## src/rtl/wr_ptr_full_ctrl_pkg.sv

```systemverilog
// Shared FIFO helpers: depth derivation and Gray/binary pointer conversions,
// reused by both the write-side and read-side pointer controllers.
package wr_ptr_full_ctrl_pkg;

    localparam int PTR_FN_W = 32;

    typedef logic [PTR_FN_W-1:0] ptr_word_t;

    function automatic int fifo_depth(input int aw);
        return 1 << aw;
    endfunction

    function automatic ptr_word_t bin_to_gray(input ptr_word_t b);
        return b ^ (b >> 1);
    endfunction

    // Each binary bit is the XOR of all Gray bits at or above it.
    function automatic ptr_word_t gray_to_bin(input ptr_word_t g);
        ptr_word_t b;
        b = g;
        for (int i = 1; i < PTR_FN_W; i++) begin
            b = b ^ (g >> i);
        end
        return b;
    endfunction

endpackage

```

## src/rtl/wr_ptr_full_ctrl_gray2bin.sv

```systemverilog
// Parameterised Gray-to-binary converter built as an XOR prefix over the
// Gray bits, one reduction per output bit.
module gray2bin #(
    parameter int WIDTH = 5
) (
    input  logic [WIDTH-1:0] gray,
    output logic [WIDTH-1:0] bin
);

    generate
        for (genvar gi = 0; gi < WIDTH; gi++) begin : g_prefix
            assign bin[gi] = ^gray[WIDTH-1:gi];
        end
    endgenerate

endmodule

```

## src/rtl/wr_ptr_full_ctrl.sv

```systemverilog
// Write-domain pointer and status controller for the asynchronous FIFO:
// binary/Gray write pointer, registered full/almost-full/level and sticky overflow.
module wr_ptr_full_ctrl
    import wr_ptr_full_ctrl_pkg::*;
#(
    parameter int ADDRESS_WIDTH     = 4,
    parameter int ALMOST_FULL_LEVEL = fifo_depth(ADDRESS_WIDTH) - 2
) (
    input  logic                     wr_clk,
    input  logic                     wr_rst_n,
    input  logic                     wr_en,
    input  logic [ADDRESS_WIDTH:0]   wr_q2_rd_ptr,
    input  logic                     overflow_clr,
    output logic [ADDRESS_WIDTH-1:0] wr_addr,
    output logic                     wr_push,
    output logic [ADDRESS_WIDTH:0]   wr_ptr,
    output logic                     fifo_full,
    output logic                     fifo_almost_full,
    output logic [ADDRESS_WIDTH:0]   wr_level,
    output logic                     overflow
);

    localparam int PW = ADDRESS_WIDTH + 1;

    logic [PW-1:0] wr_bin_q, wr_bin_d;
    logic [PW-1:0] wr_ptr_q, wr_ptr_d;
    logic [PW-1:0] level_q, level_d;
    logic [PW-1:0] rd_bin;
    logic [PW-1:0] full_cmp;
    logic          full_q, full_d;
    logic          almost_full_q, almost_full_d;
    logic          overflow_q, overflow_d;

    gray2bin #(
        .WIDTH (PW)
    ) u_rd_gray2bin (
        .gray (wr_q2_rd_ptr),
        .bin  (rd_bin)
    );

    assign wr_push = wr_en & ~full_q;

    always_comb begin
        wr_bin_d      = wr_bin_q + {{(PW-1){1'b0}}, wr_push};
        wr_ptr_d      = PW'(bin_to_gray(ptr_word_t'(wr_bin_d)));
        // Full when the write pointer is exactly one lap ahead of the read pointer.
        full_cmp      = {~wr_q2_rd_ptr[ADDRESS_WIDTH -: 2], wr_q2_rd_ptr[ADDRESS_WIDTH-2:0]};
        full_d        = (wr_ptr_d == full_cmp);
        level_d       = wr_bin_d - rd_bin;
        almost_full_d = (int'({1'b0, level_d}) >= ALMOST_FULL_LEVEL);
        overflow_d    = (wr_en & full_q) | (overflow_q & ~overflow_clr);
    end

    always_ff @(posedge wr_clk or negedge wr_rst_n) begin
        if (!wr_rst_n) begin
            wr_bin_q      <= '0;
            wr_ptr_q      <= '0;
            level_q       <= '0;
            full_q        <= 1'b0;
            almost_full_q <= 1'b0;
            overflow_q    <= 1'b0;
        end else begin
            wr_bin_q      <= wr_bin_d;
            wr_ptr_q      <= wr_ptr_d;
            level_q       <= level_d;
            full_q        <= full_d;
            almost_full_q <= almost_full_d;
            overflow_q    <= overflow_d;
        end
    end

    assign wr_addr          = wr_bin_q[ADDRESS_WIDTH-1:0];
    assign wr_ptr           = wr_ptr_q;
    assign fifo_full        = full_q;
    assign fifo_almost_full = almost_full_q;
    assign wr_level         = level_q;
    assign overflow         = overflow_q;

endmodule

```

## config.mk

```make
export PLATFORM = sky130hd
export DESIGN_NAME = wr_ptr_full_ctrl
export DESIGN_NICKNAME = d
export VERILOG_FILES = /design/src/rtl/wr_ptr_full_ctrl_pkg.sv /design/src/rtl/wr_ptr_full_ctrl_gray2bin.sv /design/src/rtl/wr_ptr_full_ctrl.sv
export SDC_FILE = /design/constraint.sdc
export NUM_CORES = 1
export LEC_CHECK = 0
export BUFFER_PORTS_ARGS = -buffer_cell sky130_fd_sc_hd__buf_2
export CAP_MARGIN = 20
export CORE_UTILIZATION = 45
export CTS_CLUSTER_DIAMETER = 150
export DETAILED_ROUTE_END_ITERATION = 16
export MAX_ROUTING_LAYER = met4
export PLACE_DENSITY = 0.71
export SKIP_LAST_GASP = 1
export SLEW_MARGIN = 20
export SYNTH_ARGS = -nofsm -noshare
export SYNTH_HDL_FRONTEND = slang
export SYNTH_SLANG_ARGS = --single-unit
```

## constraint.sdc

```tcl
create_clock -name wr_clk -period 2.61 [get_ports wr_clk]
set_input_delay 0.1305 -clock wr_clk [delete_from_list [all_inputs] [get_ports wr_clk]]
set_output_delay 0.1305 -clock wr_clk [all_outputs]
set_load 0.005 [all_outputs]
```

==> reports/metrics.csv <==
stage,metric,value,unit
status,outcome,"finished, final reports clean",
timing,clock_skew,1.44,ps
yosys,synth_cell_type_count,27,
clock_network,cts_root_buf,clkbuf_4,
setup_path,cp.arrival,2470,ps
timing,hold_viol_final,0,
route,vias_per_cell,4.56,
setup_path,critPathTopFamily,adder cells,
yosys,syn_inst,75,
floorplanning,die_height,47.3,um
placement,dp.cells,127,
grt,antenna_found_initial,0,
clock_network,cts_resized,0,
clock_network,cts.hold.buffers_added,1,
final_layout,regArea,425,sq um
clock_network,cts_sinks,17,
timing,fin_crit_sh,88.2,%
final_layout,drive_above_1_share,32.4,%
clock_network,cts_buffers,3,
yosys,synth_nets,90,
timing,period_minus_slack,2300,ps
setup_path,crit_type,reg -> reg,
timing,fin_tns_setup,0,ps
yosys,yosysTopAreaCell,dfrtp_1,
clock_network,h-tree-depth,1,
route,wl_per_cell,11.1,um
setup_path,cp-start-kind,flip-flop,
yosys,synth_common_cells,"dfrtp_1, xnor2_1, xor2_1",
clock_network,path_clk_slew,90,ps
grt,grt_first_pass_wirelength,2.39,mm
final_layout,nFillCells,186,
final_layout,diodes,0,
yosys,yosysMostFrequentCell,dfrtp_1,
grt,grt_pass1_vias,543,
yosys,yosysWarnings,0,
setup_path,cp-end-kind,flip-flop,
clock_network,clk_latency,270,ps
yosys,async_flop_share,100,%
timing,rsz0062_at_grt,no,
floorplanning,start_util,47.5,%
final_layout,area_growth,21.6,%
setup_path,path_max_fanout,5,
route,vias,602,
placement,place.gp.congestion,0.772,
setup_path,cp.buffers_inverters,1,
power,powerDensity,1400,nW/um^2
yosys,yosys-top-cells-area,"dfrtp_1, xnor2_1, xor2_1",
yosys,syn-cell-area,922,sq um
clock_network,cts_tree,yes,
setup_path,crit_chain,and3b_1 -> ha_1 -> inv_1 -> fa_1 -> nand2b_1 -> o21ai_1 -> xnor2_1 -> a31o_1,
route,antenna_left,0,
grt,gr-total-overflow,0,
clock_network,post_cts_buffers,0,
placement,post-dp-hpwl,1.19,mm
power,ir_drop,0.000902,V
yosys,synth_flop_cell,dfrtp_1,
route,drtIter0Drc,4,
route,wirelength,1.47,mm
grt,grt_usage,16.0,%
power,power.leakage,0.574,nW
yosys,ys_seq_area_share,46.1,%
timing,maxSlewViolCount,0,
route,detail_route.first_pass.iterations,2,
floorplanning,core_area,1940,sq um
yosys,synth-edff-count,0,
hold_path,hold_class,in -> reg,
floorplanning,die-area,2230,sq um
setup_path,crit_slowest_cell,fa_1,
timing,setup_violations,0,
yosys,post_synth.cell_area_avg,12.3,sq um
clock_network,clock_path_buffers,2,
yosys,ys_seq_elements,17,
placement,io_buffers,26,
setup_path,crit_required,2780,ps
timing,fmax,434,MHz
grt,grt_max_degree,18,
final_layout,multi_input_area,462,sq um
final_layout,finalNetCount,121,
floorplanning,dieWidth,47.3,um
timing,slew_headroom,70.0,%
setup_path,max_stage_delay,460,ps
yosys,synth_top_area_share,46.1,%
final_layout,final_cell_count_no_fill,132,
timing,tightest_slew,448,ps
floorplanning,io_pins,27,
route,drcViolationCount,0,
job,max-cap-violations,0,
floorplanning,rows,16,
[power by group]
group	total [mW]	leakage (nW)	switching, mW	internal (mW)
Clock	0.131	0.0150	0.0720	0.0591
Sequential	0.479	0.203	0.0692	0.410
Combinational	0.958	0.356	0.481	0.477
Total	1.57	0.574	0.622	0.946
[cell usage in the layout, fill, tap and decap left out, types with 3 or more instances in the layout]
cell,instances
buf_2,26
clkbuf_4,3
dfrtp_1,17
ha_1,5
inv_1,7
xnor2_1,10
xor2_1,9
[cell type report]
class / instances / share of cell area (%)
timing repair buffer: 28 / 13.2
sequential: 17 / 37.9
multi-input combinational: 49 / 41.2
tap: 27 / 3.01
inverter: 7 / 2.34
clock buffer: 4 / 2.34
[sequential cells by signal (all words and copies together) (netlist names)]
| name | cells |
|---|---|
| wr_bin_q | 5 |
| wr_level | 5 |
| wr_ptr | 4 |
| fifo_almost_full | 1 |
| fifo_full | 1 |
| overflow | 1 |
[worst register-to-register path: cells and delay by family, from the launching register on]
family	cells	cell delay [ps]
buf+inv	1	120
fa+ha+maj	2	870
compound gates	2	340
flops	1	400
xor+xnor	1	110
simple gates	2	360
[metrics by stage]
step | worst slack, ps | hold WS (ps) | area (sq um) | power (mW) | util, %
finish | 308 | 17.6 | 1120 | 1.57 | 57.7
detailed placement | 82.8 | 60.8 | 1080 | 1.45 | 55.9
global route | 205 | 17.7 | 1120 | 1.73 | 57.7
floorplan | 417 | -165 | 922 | 1.17 | -
global placement | 197 | 58.2 | 1080 | 1.42 | 55.9
CTS | 296 | 19.6 | 1120 | 1.59 | 57.7
[cells by family (layout without fill, tap and decap cells)]
logic type	Yosys count	count (layout)	synth area share [%]
AOI/OAI and AO/OA	6	6	3.66
xor gates and xnor gates	23	23	27.8
adders and majority gates	6	6	8.96
buffers and inverters	9	39	3.80
DFF	17	17	46.1
muxes	2	2	2.17
and+or+nand+nor	12	12	7.46
[worst paths after layout]
check / to / depth (start not counted) / start / slack (ps)
max: fifo_almost_full / 8 / wr_bin_q[0] / 310
min: overflow / 2 / overflow_clr / 20
max reg2reg: fifo_almost_full / 8 / wr_bin_q[0] / 310
min reg2reg: overflow / 2 / fifo_full / 530
max in group asynchronous: wr_level[0] / 2 / wr_rst_n / 2060
min in group asynchronous: wr_ptr[3] / 2 / wr_rst_n / 290
[routing by layer]
metal,global-route usage [%],wire (um)
met1,21.4,670
met2,23.8,730
met3,3.46,43
met4,5.14,23
met5,-,0
(Power assumes the default switching activity.)
